===== src/rtl/mbm_product_accumulator_if.sv =====
// rtl/mbm_product_accumulator_if.sv - product/result handshake bundle for the product accumulator
interface mbm_product_accumulator_if #(
    parameter int PROD_W = 129,
    parameter int ACC_W  = 136,
    parameter int CNT_W  = 8
);
    logic              prod_valid;
    logic              prod_ready;
    logic [PROD_W-1:0] product;
    logic              prod_last;
    logic              acc_clr;
    logic              res_valid;
    logic              res_ready;
    logic [ACC_W-1:0]  result;
    logic [CNT_W-1:0]  res_count;
    logic              res_ovf;

    // master: the multiplier/consumer side; slave: the accumulator
    modport master (
        output prod_valid, product, prod_last, acc_clr, res_ready,
        input  prod_ready, res_valid, result, res_count, res_ovf
    );

    modport slave (
        input  prod_valid, product, prod_last, acc_clr, res_ready,
        output prod_ready, res_valid, result, res_count, res_ovf
    );
endinterface


===== src/rtl/mbm_product_accumulator.sv =====
// rtl/mbm_product_accumulator.sv - burst accumulator for Booth multiplier products (MBM_ACC_SAT_EN selects saturation)
module mbm_product_accumulator #(
    parameter int PROD_W = 129,
    parameter int ACC_W  = 136,
    parameter int CNT_W  = 8
) (
    input logic                    clk,
    input logic                    rst,
    mbm_product_accumulator_if.slave bus
);

    typedef enum logic [1:0] {
        IDLE  = 2'd0,
        ACCUM = 2'd1,
        HOLD  = 2'd2
    } state_t;

    localparam logic [CNT_W-1:0] CNT_MAX = {CNT_W{1'b1}};

    state_t                  state;
    logic signed [ACC_W-1:0] acc;
    logic [CNT_W-1:0]        count;
    logic                    ovf;

    logic [ACC_W-1:0]        result_q;
    logic [CNT_W-1:0]        res_count_q;
    logic                    res_ovf_q;
    logic                    res_valid_q;

    logic                    beat;
    logic signed [ACC_W-1:0] prod_ext;
    logic signed [ACC_W-1:0] acc_base;
    logic signed [ACC_W-1:0] sum_raw;
    logic signed [ACC_W-1:0] sum;
    logic [CNT_W-1:0]        cnt_base;
    logic [CNT_W-1:0]        cnt_next;
    logic                    ovf_base;
    logic                    ovf_add;

    // Ready depends on the state register alone so no input reaches it combinationally.
    assign bus.prod_ready = (state != HOLD);
    assign beat           = bus.prod_valid && (state != HOLD);

    assign prod_ext = ACC_W'($signed(bus.product));

    // A clear in the same cycle as a beat takes effect first, so the beat starts a new burst.
    assign acc_base = bus.acc_clr ? '0 : acc;
    assign cnt_base = bus.acc_clr ? '0 : count;
    assign ovf_base = bus.acc_clr ? 1'b0 : ovf;

    assign sum_raw  = acc_base + prod_ext;
    assign ovf_add  = (acc_base[ACC_W-1] == prod_ext[ACC_W-1]) &&
                      (sum_raw[ACC_W-1] != acc_base[ACC_W-1]);
    assign cnt_next = (cnt_base == CNT_MAX) ? cnt_base : cnt_base + 1'b1;

`ifdef MBM_ACC_SAT_EN
    localparam logic signed [ACC_W-1:0] ACC_MAX = {1'b0, {(ACC_W-1){1'b1}}};
    localparam logic signed [ACC_W-1:0] ACC_MIN = {1'b1, {(ACC_W-1){1'b0}}};

    // Overflow direction follows the operands' common sign.
    assign sum = ovf_add ? (acc_base[ACC_W-1] ? ACC_MIN : ACC_MAX) : sum_raw;
`else
    assign sum = sum_raw;
`endif

    always_ff @(posedge clk or posedge rst) begin
        if (rst) begin
            state       <= IDLE;
            acc         <= '0;
            count       <= '0;
            ovf         <= 1'b0;
            result_q    <= '0;
            res_count_q <= '0;
            res_ovf_q   <= 1'b0;
            res_valid_q <= 1'b0;
        end else begin
            case (state)
                IDLE, ACCUM: begin
                    if (beat) begin
                        if (bus.prod_last) begin
                            result_q    <= sum;
                            res_count_q <= cnt_next;
                            res_ovf_q   <= ovf_base | ovf_add;
                            res_valid_q <= 1'b1;
                            acc         <= '0;
                            count       <= '0;
                            ovf         <= 1'b0;
                            state       <= HOLD;
                        end else begin
                            acc         <= sum;
                            count       <= cnt_next;
                            ovf         <= ovf_base | ovf_add;
                            state       <= ACCUM;
                        end
                    end else if (bus.acc_clr) begin
                        acc   <= '0;
                        count <= '0;
                        ovf   <= 1'b0;
                        state <= IDLE;
                    end
                end
                HOLD: begin
                    if (bus.res_ready) begin
                        res_valid_q <= 1'b0;
                        state       <= IDLE;
                    end
                end
                default: begin
                    state <= IDLE;
                end
            endcase
        end
    end

    assign bus.result    = result_q;
    assign bus.res_count = res_count_q;
    assign bus.res_ovf   = res_ovf_q;
    assign bus.res_valid = res_valid_q;

endmodule


===== src/flat_wrapper.sv =====
// flat-port wrapper written by rule: the top's interface ports become plain ports
module mbm_product_accumulator_flat 
#(
    parameter int PROD_W = 129,
    parameter int ACC_W  = 136,
    parameter int CNT_W  = 8
)
  (clk, rst, bus_prod_valid, bus_product, bus_prod_last, bus_acc_clr, bus_res_ready, bus_prod_ready, bus_res_valid, bus_result, bus_res_count, bus_res_ovf);
  mbm_product_accumulator_if #(.PROD_W(PROD_W), .ACC_W(ACC_W), .CNT_W(CNT_W)) bus_i ();
  input logic clk;
  input logic rst;
  input wire logic [$bits(bus_i.prod_valid)-1:0] bus_prod_valid;
  input wire logic [$bits(bus_i.product)-1:0] bus_product;
  input wire logic [$bits(bus_i.prod_last)-1:0] bus_prod_last;
  input wire logic [$bits(bus_i.acc_clr)-1:0] bus_acc_clr;
  input wire logic [$bits(bus_i.res_ready)-1:0] bus_res_ready;
  output wire logic [$bits(bus_i.prod_ready)-1:0] bus_prod_ready;
  output wire logic [$bits(bus_i.res_valid)-1:0] bus_res_valid;
  output wire logic [$bits(bus_i.result)-1:0] bus_result;
  output wire logic [$bits(bus_i.res_count)-1:0] bus_res_count;
  output wire logic [$bits(bus_i.res_ovf)-1:0] bus_res_ovf;
  assign bus_i.prod_valid = bus_prod_valid;
  assign bus_i.product = bus_product;
  assign bus_i.prod_last = bus_prod_last;
  assign bus_i.acc_clr = bus_acc_clr;
  assign bus_i.res_ready = bus_res_ready;
  assign bus_prod_ready = bus_i.prod_ready;
  assign bus_res_valid = bus_i.res_valid;
  assign bus_result = bus_i.result;
  assign bus_res_count = bus_i.res_count;
  assign bus_res_ovf = bus_i.res_ovf;
  mbm_product_accumulator #(.PROD_W(PROD_W), .ACC_W(ACC_W), .CNT_W(CNT_W)) u_core (.clk(clk), .rst(rst), .bus(bus_i));
endmodule

===== config.mk =====
export PLATFORM = sky130hd
export DESIGN_NAME = mbm_product_accumulator_flat
export DESIGN_NICKNAME = d
export VERILOG_FILES = /design/src/rtl/mbm_product_accumulator_if.sv /design/src/rtl/mbm_product_accumulator.sv /design/src/flat_wrapper.sv
export SDC_FILE = /design/constraint.sdc
export NUM_CORES = 1
export LEC_CHECK = 0
export BUFFER_PORTS_ARGS = -buffer_cell sky130_fd_sc_hd__buf_4
export CAP_MARGIN = 40
export CORE_MARGIN = 3
export CORE_UTILIZATION = 53
export DETAILED_ROUTE_END_ITERATION = 8
export PLACE_DENSITY_LB_ADDON = 0.05
export SLEW_MARGIN = 20
export SYNTH_ARGS = -nofsm -noshare
export SYNTH_HDL_FRONTEND = slang
export SYNTH_SLANG_ARGS = --single-unit

===== constraint.sdc =====
create_clock -name clk -period 10.8 [get_ports clk]
set_input_delay 2.16 -clock clk [delete_from_list [all_inputs] [get_ports clk]]
set_output_delay 2.16 -clock clk [all_outputs]
set_load 0.02 [all_outputs]

# Word level (Yosys, flattened, before mapping)

Cells that the tools add are included.

Bits in registers: 293
Bits of input ports: 135
Output and inout bits: 147

Equality and inequality tests: 10
Multiplexer cells: 19
Bitwise gates (word level): 1
Reductions and logical operators: 8
Add/subtract/negate cells: 2

Operators by type and width:

| kind                                          | number |
|---|---|
| two-way mux 136 bit                           | 3 |
| adder 136 x 129 -> 136 bit                    | 1 |
| two-way mux 8 bit                             | 4 |
| adder 8 x 1 -> 8 bit, second input constant   | 1 |
| == test 8 bit, second input constant          | 1 |
| two-way mux 2 bit                             | 4 |
| two-way mux 1 bit                             | 6 |
| != test 2 bit, second input constant          | 3 |
| one-hot mux 2 bit (2 select lines)            | 1 |
| AND reduction 4 bit                           | 1 |
| != test 3 x 2 -> 1 bit, second input constant | 1 |
| AND reduction 3 bit                           | 1 |
| == test 2 x 1 -> 1 bit, second input constant | 1 |
| == test 2 bit, second input constant          | 1 |
| logical AND 1 bit                             | 2 |
| zero test 2 bit                               | 1 |
| != test 2 x 1 -> 1 bit, second input constant | 1 |
| one-hot mux 1 bit (2 select lines)            | 1 |
| AND reduction 2 bit                           | 1 |
| nonzero test 2 bit                            | 1 |
| OR reduction 2 bit                            | 1 |
| == test 1 bit                                 | 1 |
| != test 1 bit                                 | 1 |
| bitwise OR 1 bit                              | 1 |

# Depth between registers and ports, before layout

Gate-level depths: netlist of the first run.

Depth after elaboration: 7
Depth in mapped cells: 18
Mapped depth without buffers: 16

# Worst setup path before layout of the first run

No wires, ideal clock.

Path kind: input to register
Start point: input bus_acc_clr
End point: register u_core.result_q[129] (netlist: u_core.bus.result[129])
Cell stages on the path: 17
Arrival: 5.928 ns
Path slack: 4.747 ns
Required time: 10.675 ns
Setup time: 0.125 ns
Path through: clkbuf_1 clkbuf_1 clkbuf_1 nor2b_1 ha_1 a21o_1 a21o_1 a221oi_1 a2111oi_0 nor2_1 o21ai_0 a31o_2 a211o_1 a31oi_1 o221ai_1 xnor2_1 mux2_2

Cells in the longest elaborated chain, start to end: 2

Ends and longest elaborated chain:

| item                       | RTL line                      | source |
|---|---|---|
| start: declaration         | flat_wrapper.sv:15            | `input wire logic [$bits(bus_i.acc_clr)-1:0] bus_acc_clr;` |
| two-way mux 136 bit        | mbm_product_accumulator.sv:47 | `assign acc_base = bus.acc_clr ? '0 : acc;` |
| adder 136 x 129 -> 136 bit | mbm_product_accumulator.sv:51 | `assign sum_raw = acc_base + prod_ext;` |
| end signal: assignment     | mbm_product_accumulator.sv:81 | `result_q <= sum;` |
| end: declaration           | mbm_product_accumulator.sv:25 | `logic [ACC_W-1:0] result_q;` |

No other way between the ends.
A chain may end at the register's enable or synchronous reset.

# Worst setup path after layout of the first run

Start point: input bus_acc_clr
End point: register u_core.acc[131]

Cells in the longest elaborated chain, start to end: 4

Ends and longest elaborated chain:

| item                       | RTL line                      | source |
|---|---|---|
| two-way mux 136 bit (*)    | mbm_product_accumulator.sv:47 |  |
| adder 136 x 129 -> 136 bit | mbm_product_accumulator.sv:51 |  |
| two-way mux 136 bit        | mbm_product_accumulator.sv:80 | `if (bus.prod_last) begin` |
| two-way mux 136 bit (*)    | mbm_product_accumulator.sv:79 | `if (beat) begin` |
| end signal: assignment     | mbm_product_accumulator.sv:90 | `acc <= sum;` |
| end: declaration           | mbm_product_accumulator.sv:21 | `logic signed [ACC_W-1:0] acc;` |

Every way passes the cells marked *; elsewhere a longest branch is shown, timed or not.

==> results of run 1 <==
where the power goes:
group	total, mW	internal (mW)	leakage, nW	switching (mW)
clock	1.21	0.726	0.569	0.486
combinational	1.46	0.574	6.87	0.890
sequential	1.46	1.32	3.77	0.136
total	4.14	2.62	11.2	1.51
state kept, by name, indices dropped and copies added (netlist names):
| name | cells |
|---|---|
| u_core.acc | 136 |
| u_core.bus.res_valid | 1 |
| u_core.ovf | 1 |
| u_core.bus.result | 136 |
| u_core.state | 2 |
| u_core.bus.res_ovf | 1 |
| u_core.count | 8 |
| u_core.bus.res_count | 8 |
stage by stage:
step / util / hold WS [ns] / total power, mW / area (µm²) / worst slack (ns)
5_1_grt: 0.636 / 0.495 / 4.37 / 24000 / 3.92
6_report: 0.636 / 0.470 / 4.14 / 24000 / 4.27
4_1_cts: 0.635 / 0.475 / 4.15 / 24000 / 4.29
3_5_place_dp: 0.604 / 0.462 / 2.93 / 22800 / 3.75
3_3_place_gp: 0.601 / 0.454 / 2.90 / 22700 / 3.60
2_1_floorplan: - / 0.442 / 2.37 / 20400 / 0.549
worst paths after layout:
kind | from | end | slack [ns]
worst max-delay path | bus_acc_clr | u_core.acc[131] | 4.27
worst max register to register | u_core.acc[6] | u_core.acc[131] | 6.10
min in group asynchronous | rst | u_core.bus.result[59] | 1.57
worst min-delay path | u_core.acc[106] | u_core.acc[106] | 0.47
max in group asynchronous | rst | u_core.bus.result[123] | 7.77
worst min register to register | u_core.acc[106] | u_core.acc[106] | 0.47
logic make-up (layout without fill, tap and decap cells):
| kind of cell | after synthesis | in the layout | synth area share |
|---|---|---|---|
| simple gates | 931 | 931 | 0.213 |
| compound gates | 812 | 812 | 0.239 |
| flops | 293 | 293 | 0.360 |
| buf+inv | 191 | 413 | 0.0356 |
| fa+ha+maj | 137 | 137 | 0.0845 |
| xor+xnor | 136 | 136 | 0.0585 |
| mux | 16 | 16 | 0.00866 |
metal layers:
layer	up-vias	part of all wire	GRT usage
li1	9300	-	-
met1	9263	0.46	0.428
met2	568	0.45	0.489
met3	108	0.059	0.0480
met4	4	0.028	0.0934
met5	-	0.00043	0
cell type report:
| type | instances | area, µm² | share of cell area |
|---|---|---|---|
| clock inverter | 17 | 200 | 0.00834 |
| tap | 511 | 639 | 0.0266 |
| clock buffer | 44 | 960 | 0.0400 |
| inverter | 52 | 203 | 0.00844 |
| timing repair buffer | 300 | 2360 | 0.0982 |
| multi-input combinational | 2032 | 12300 | 0.513 |
| sequential | 293 | 7330 | 0.305 |
worst max-delay path: cells and delay by family:
kind            cells  cell delay, ns
buf+inv             3            0.80
fa+ha+maj           1            0.39
simple gates        5            1.15
compound gates      8            2.49
cell usage in the layout (no fill, tap or decap), types with 13 or more instances in the layout:
| master | count |
|---|---|
| sky130_fd_sc_hd__a21o_1 | 56 |
| sky130_fd_sc_hd__a21oi_1 | 209 |
| sky130_fd_sc_hd__a22o_1 | 37 |
| sky130_fd_sc_hd__a31oi_1 | 18 |
| sky130_fd_sc_hd__buf_4 | 294 |
| sky130_fd_sc_hd__clkbuf_16 | 35 |
| sky130_fd_sc_hd__dfrtp_1 | 293 |
| sky130_fd_sc_hd__ha_1 | 136 |
| sky130_fd_sc_hd__inv_1 | 50 |
| sky130_fd_sc_hd__mux2_2 | 13 |
| sky130_fd_sc_hd__nand2_1 | 454 |
| sky130_fd_sc_hd__nand2b_1 | 16 |
| sky130_fd_sc_hd__nand3_1 | 17 |
| sky130_fd_sc_hd__nand4_1 | 63 |
| sky130_fd_sc_hd__nor2_1 | 130 |
| sky130_fd_sc_hd__nor2b_1 | 146 |
| sky130_fd_sc_hd__nor3_1 | 42 |
| sky130_fd_sc_hd__o21a_1 | 17 |
| sky130_fd_sc_hd__o21ai_0 | 327 |
| sky130_fd_sc_hd__o21bai_1 | 36 |
| sky130_fd_sc_hd__xnor2_1 | 81 |
| sky130_fd_sc_hd__xor2_1 | 55 |
==> summary.json, run 1 <==
{
  "layout.nets": {"value": 2986},
  "p_leak": {"value": 11.2, "unit": "nW"},
  "timing_worst_slew_pin_value": {"value": 0.774, "unit": "ns"},
  "global_routing_usage_summed_across_all_routing_layers": {"value": 0.305},
  "place.port_buffers": {"value": 281},
  "grt_pass1_wl": {"value": 102000, "unit": "µm"},
  "synth_area_leaders": {"value": "sky130_fd_sc_hd__dfrtp_1 (36%), sky130_fd_sc_hd__nand2_1 (8.4%), sky130_fd_sc_hd__ha_1 (8.4%), sky130_fd_sc_hd__o21ai_0 (8.0%), sky130_fd_sc_hd__a21oi_1 (5.1%)"},
  "hold-path-cell-count": {"value": 2},
  "timing.slew.headroom": {"value": 0.484},
  "power.ir.vdd_worst": {"value": 0.159, "unit": "mV"},
  "root_buffer": {"value": "sky130_fd_sc_hd__clkbuf_16"},
  "setup-violations-final": {"value": 0},
  "netlist.top_cell.by_area": {"value": "sky130_fd_sc_hd__dfrtp_1"},
  "final-max-slew-violation-count": {"value": 0},
  "post_drt_wl_per_cell": {"value": 19.5, "unit": "µm"},
  "asyncSetResetFlopFracSynth": {"value": 1.00},
  "die_height": {"value": 202, "unit": "µm"},
  "postSynthCellCount": {"value": 2516},
  "ys.warnings.count": {"value": 0},
  "layout.cells.non_filler": {"value": 3249},
  "min-delay-path-class": {"value": "register to register"},
  "cts_sinks": {"value": 293},
  "synth-seq-area-share": {"value": 0.360},
  "dominantRegCellSynth": {"value": "sky130_fd_sc_hd__dfrtp_1"},
  "detail_route.iter0.violations": {"value": 1429},
  "yosys_register_bits": {"value": 293},
  "detail_route.wirelength": {"value": 63400, "unit": "µm"},
  "startpoint_type_of_the_worst_setup_path": {"value": "primary input"},
  "status": {"value": "finished clean"},
  "routabilityCongestion": {"value": 0.969},
  "report.final.hold_viol_count": {"value": 0},
  "final.setup_skew": {"value": 0.0275, "unit": "ns"},
  "pin_count_of_the_biggest_net_entering_global_routing": {"value": 97},
  "flow.area_growth_from_synthesis": {"value": 17.9, "unit": "%"},
  "design.portCount": {"value": 282},
  "synth.cell_area": {"value": 20400, "unit": "µm²"},
  "share_of_post_route_cells_with_drive_strength_above_1": {"value": 0.148},
  "hpwl": {"value": 48500, "unit": "µm"},
  "clk_latency": {"value": 0.56, "unit": "ns"},
  "synthDistinctLibCells": {"value": 69},
  "cts_hold_buf": {"value": 0},
  "starting_density": {"value": 0.539},
  "detailedRoute.firstPassIterationCount": {"value": 6},
  "setup_repair_after_global_routing_missed_its_margin": {"value": "no"},
  "crit_path_max_incr_delay": {"value": 0.70, "unit": "ns"},
  "timing_worst_setup_path_type": {"value": "primary input to register"},
  "post_cts.repair.setup_buffers": {"value": 0},
  "cts_resized": {"value": 0},
  "via_per_inst": {"value": 5.92},
  "reg2regPathDepth": {"value": 14},
  "worstPathRequired": {"value": 11.29, "unit": "ns"},
  "vias": {"value": 19200},
  "grt_overflow": {"value": 0},
  "insertedDiodeCount": {"value": 0},
  "number_of_enable_flip_flop_cells_after_synthesis": {"value": 0},
  "tritoncts": {"value": "built"},
  "clk_transition_reported_paths": {"value": 0.06, "unit": "ns"},
  "mean_instance_size_in_the_synthesized_netlist": {"value": 8.10, "unit": "µm²"},
  "drv.max_cap_violation_count": {"value": 0},
  "postRouteAntennaNets": {"value": 0},
  "worst-path-max-fanout": {"value": 70},
  "coreArea": {"value": 37800, "unit": "µm²"},
  "nFillCells": {"value": 3314},
  "critical_path_capture_point_type": {"value": "register"},
  "finalCriticalPeriod": {"value": 6.53, "unit": "ns"},
  "grt_antenna_before_repair": {"value": 2},
  "totalNegativeSetupSlack": {"value": 0, "unit": "ns"},
  "drc_markers": {"value": 0},
  "tritoncts.num_buffers": {"value": 35},
  "timing.fmax": {"value": 0.153, "unit": "GHz"},
  "via_count_of_the_first_global_routing_pass": {"value": 18800},
  "synthTopCellsByCount": {"value": "sky130_fd_sc_hd__nand2_1 (454), sky130_fd_sc_hd__o21ai_0 (327), sky130_fd_sc_hd__dfrtp_1 (293), sky130_fd_sc_hd__a21oi_1 (209), sky130_fd_sc_hd__nor2b_1 (146)"},
  "fp-row-count": {"value": 71},
  "pwr_density_cell": {"value": 172, "unit": "nW/µm²"},
  "area_of_the_die": {"value": 40800, "unit": "µm²"},
  "synth_most_common_cell": {"value": "sky130_fd_sc_hd__nand2_1"},
  "die_w": {"value": 202, "unit": "µm"},
  "ctsHtreeMaxLevel": {"value": 2},
  "clock_path_buffers": {"value": 3},
  "share_of_the_synthesized_area_in_the_top_cell_type": {"value": 0.360},
  "mappedNetlistNets": {"value": 2788},
  "slowest_stage_cell_on_the_critical_path": {"value": "sky130_fd_sc_hd__o41ai_2"},
  "cp_cell_sequence": {"value": "buf_4 -> buf_4 -> buf_16 -> nor2b_1 -> ha_1 -> nand4_1 -> nor3_1 -> a21oi_1 -> o21ai_0 -> a31oi_1 -> o31ai_1 -> a31oi_1 -> o41ai_2 -> a31o_2 -> a21boi_1 -> or4_1 -> nand3_1"},
  "post-place-cells": {"value": 3186},
  "cp_data_arrival_time": {"value": 7.01, "unit": "ns"},
  "post-route-period-util": {"value": 0.604}
}
No activity file was read; power rests on OpenSTA's default activity.
==> run 2: changes to the inputs <==
- ABC_AREA: not set -> 1
- CORE_UTILIZATION: 53 -> 55
- clock period: 10.8 -> 5.5 ns (I/O delays scaled with it)
==> summary.json, run 2 <==
{
  "detail_route.wirelength": {"value": 119000, "unit": "µm"},
  "post-route-period-util": {"value": 0.849},
  "area_of_the_die": {"value": 51600, "unit": "µm²"},
  "setup-violations-final": {"value": 0},
  "min-delay-path-class": {"value": "primary input to async pin"},
  "totalNegativeSetupSlack": {"value": 0, "unit": "ns"},
  "critical_path.top_delay_family": {"value": "simple AND/OR/NAND/NOR gates"},
  "starting_density": {"value": 0.560},
  "synthDistinctLibCells": {"value": 43},
  "share_of_post_route_cells_with_drive_strength_above_1": {"value": 0.105},
  "detail_route.iter0.violations": {"value": 4327},
  "pwr_density_cell": {"value": 332, "unit": "nW/µm²"},
  "global_routing_usage_summed_across_all_routing_layers": {"value": 0.450},
  "clock_path_buffers": {"value": 3},
  "postRouteAntennaNets": {"value": 0},
  "most_common_cell_after_layout_fill_and_taps_aside": {"value": "sky130_fd_sc_hd__nand2_1"},
  "pin_count_of_the_biggest_net_entering_global_routing": {"value": 151},
  "cp_data_arrival_time": {"value": 5.14, "unit": "ns"},
  "grt_antenna_before_repair": {"value": 2},
  "synth.cell_area": {"value": 26900, "unit": "µm²"},
  "cp_num_buf_inv": {"value": 4},
  "tritoncts": {"value": "built"},
  "final.setup_skew": {"value": 0.0246, "unit": "ns"},
  "worstPathRequired": {"value": 5.97, "unit": "ns"},
  "root_buffer": {"value": "sky130_fd_sc_hd__clkbuf_16"},
  "drc_markers": {"value": 0},
  "grt_pass1_wl": {"value": 174000, "unit": "µm"},
  "number_of_enable_flip_flop_cells_after_synthesis": {"value": 0},
  "crit_path_max_incr_delay": {"value": 0.42, "unit": "ns"},
  "finalCriticalPeriod": {"value": 4.67, "unit": "ns"},
  "cts_sinks": {"value": 293},
  "insertedDiodeCount": {"value": 0},
  "cts_hold_buf": {"value": 0},
  "layout.cells.most_common_list": {"value": "sky130_fd_sc_hd__nand2_1 (1653), sky130_fd_sc_hd__inv_1 (865), sky130_fd_sc_hd__nor2_1 (544), sky130_fd_sc_hd__buf_4 (300), sky130_fd_sc_hd__dfrtp_1 (293)"},
  "critical_path_capture_point_type": {"value": "register"},
  "timing.fmax": {"value": 0.214, "unit": "GHz"},
  "cp_cell_sequence": {"value": "buf_4 -> buf_4 -> nor2_1 -> ha_1 -> inv_1 -> fa_1 -> inv_1 -> nand3_2 -> nand3_2 -> nand2_1 -> nand3_1 -> nand2_1 -> nand2_2 -> nand2_2 -> nand2_2 -> nand2_2 -> nand2_2 -> nand2_1 -> nand3_2 -> nand3_1 -> a21oi_1"},
  "asyncSetResetFlopFracSynth": {"value": 1.00},
  "layout.nets": {"value": 5108},
  "report.final.hold_viol_count": {"value": 0},
  "ctsHtreeMaxLevel": {"value": 2},
  "share_of_the_synthesized_area_in_the_top_cell_type": {"value": 0.273},
  "status": {"value": "finished clean"},
  "flow.area_growth_from_synthesis": {"value": 14.6, "unit": "%"},
  "power.total": {"value": 10.2, "unit": "mW"},
  "startpoint_type_of_the_worst_setup_path": {"value": "primary input"},
  "via_per_inst": {"value": 5.73},
  "grt_overflow": {"value": 0},
  "synth-seq-area-share": {"value": 0.273},
  "vias": {"value": 31400},
  "setup_repair_after_global_routing_missed_its_margin": {"value": "no"},
  "coreArea": {"value": 48000, "unit": "µm²"},
  "post_cts.repair.setup_buffers": {"value": 0},
  "dominantRegCellSynth": {"value": "sky130_fd_sc_hd__dfrtp_1"},
  "synthTopCellsByCount": {"value": "sky130_fd_sc_hd__nand2_1 (1653), sky130_fd_sc_hd__inv_1 (866), sky130_fd_sc_hd__nor2_1 (544), sky130_fd_sc_hd__dfrtp_1 (293), sky130_fd_sc_hd__nand3_1 (226)"},
  "postSynthCellCount": {"value": 4580},
  "yosys_register_bits": {"value": 293},
  "design.portCount": {"value": 282},
  "tritoncts.num_buffers": {"value": 34},
  "ys.warnings.count": {"value": 0},
  "netlist.top_cell.by_area": {"value": "sky130_fd_sc_hd__dfrtp_1"},
  "worst-path-max-fanout": {"value": 40},
  "slowest_stage_cell_on_the_critical_path": {"value": "sky130_fd_sc_hd__fa_1"},
  "mappedNetlistNets": {"value": 4852},
  "die_height": {"value": 227, "unit": "µm"},
  "mean_instance_size_in_the_synthesized_netlist": {"value": 5.87, "unit": "µm²"},
  "critPathMostFrequentCell": {"value": "sky130_fd_sc_hd__nand2_2"},
  "via_count_of_the_first_global_routing_pass": {"value": 29500},
  "timing_worst_setup_path_type": {"value": "primary input to register"},
  "place.port_buffers": {"value": 281},
  "fp-row-count": {"value": 80},
  "clk_transition_reported_paths": {"value": 0.06, "unit": "ns"},
  "timing_worst_slew_pin_value": {"value": 1.02, "unit": "ns"},
  "synth_area_leaders": {"value": "sky130_fd_sc_hd__dfrtp_1 (27%), sky130_fd_sc_hd__nand2_1 (23%), sky130_fd_sc_hd__inv_1 (12%), sky130_fd_sc_hd__nor2_1 (7.6%), sky130_fd_sc_hd__ha_1 (6.3%)"},
  "timing.slew.headroom": {"value": 0.323},
  "final-max-slew-violation-count": {"value": 0},
  "cts_resized": {"value": 0},
  "post_drt_wl_per_cell": {"value": 21.8, "unit": "µm"},
  "detailedRoute.firstPassIterationCount": {"value": 9},
  "synth_most_common_cell": {"value": "sky130_fd_sc_hd__nand2_1"},
  "hpwl": {"value": 97800, "unit": "µm"},
  "post_layout_util": {"value": 0.641},
  "die_w": {"value": 227, "unit": "µm"},
  "drv.max_cap_violation_count": {"value": 0},
  "clk_latency": {"value": 0.56, "unit": "ns"},
  "p_leak": {"value": 17.6, "unit": "nW"},
  "routabilityCongestion": {"value": 1.14},
  "power.ir.vdd_worst": {"value": 0.362, "unit": "mV"}
}
run 2: cell types whose count changed after synthesis, moves of 38 or more:
cell                       delta
sky130_fd_sc_hd__nand2_1   +1199
sky130_fd_sc_hd__inv_1      +815
sky130_fd_sc_hd__nor2_1     +414
sky130_fd_sc_hd__o21ai_0    -221
sky130_fd_sc_hd__nand3_1    +209
sky130_fd_sc_hd__nor2b_1    -146
sky130_fd_sc_hd__clkbuf_1    -76
sky130_fd_sc_hd__o22ai_1     +68
sky130_fd_sc_hd__a21o_1      -55
sky130_fd_sc_hd__xor2_1      -39
sky130_fd_sc_hd__nand2_2     +38
run 2: per-stage QoR:
step                setup slack [ns]  std cells  cell area, µm²  hold WS (ns)
floorplan                      0.511       4580           26900         0.446
global placement               0.566       5413           29700         0.458
detailed placement             0.495       5415           29800         0.466
CTS                            0.997       5471           30800         0.424
global route                   0.687       5471           30800         0.433
finish                         0.829       5471           30800         0.434
run 2: area by class of cell:
| type | instances | area, µm² |
|---|---|---|
| Clock buffer | 47 | 950 |
| Clock inverter | 9 | 106 |
| Fill cell | 4434 | 17200 |
| Inverter | 891 | 3350 |
| Multi-Input combinational cell | 3307 | 15900 |
| Sequential cell | 293 | 7330 |
| Tap cell | 615 | 769 |
| Timing Repair Buffer | 309 | 2440 |
run 2: logic make-up (layout without fill, tap and decap cells):
group                      Yosys count  in the layout  synth area share
AOI/OAI and AO/OA                  451            451            0.0935
DFF                                293            293             0.273
xor gates and xnor gates            80             80            0.0261
and+or+nand+nor                   2639           2639             0.406
adders and majority gates          137            137            0.0640
buffers and inverters              980           1256             0.138
run 2: per-layer routing:
| metal | track usage | up-vias | routed length, µm |
|---|---|---|---|
| met5 | 0.0230 | - | 193 |
| met4 | 0.235 | 6 | 7420 |
| met3 | 0.120 | 357 | 15500 |
| met2 | 0.664 | 2024 | 48800 |
| met1 | 0.604 | 14500 | 47300 |
| li1 | - | 14500 | - |
run 2: worst paths after layout:
kind / slack (ns) / to / cells after the start / start
setup / recovery: 0.83 / u_core.acc[128] / 21 / bus_acc_clr
hold / removal: 0.43 / u_core.bus.res_count[0] / 2 / rst
setup reg to reg: 1.60 / u_core.acc[128] / 20 / u_core.acc[0]
hold reg to reg: 0.48 / u_core.bus.result[122] / 2 / u_core.bus.result[122]
max in group asynchronous: 3.91 / u_core.bus.result[45] / 3 / rst
min in group clk: 0.48 / u_core.bus.result[122] / 2 / u_core.bus.result[122]
run 2: where the power goes:
group / total [mW] / switching [mW] / leakage (nW) / internal [mW]
sequential: 3.17 / 0.381 / 3.76 / 2.78
combinational: 4.81 / 3.20 / 13.3 / 1.61
clock: 2.24 / 0.981 / 0.513 / 1.26
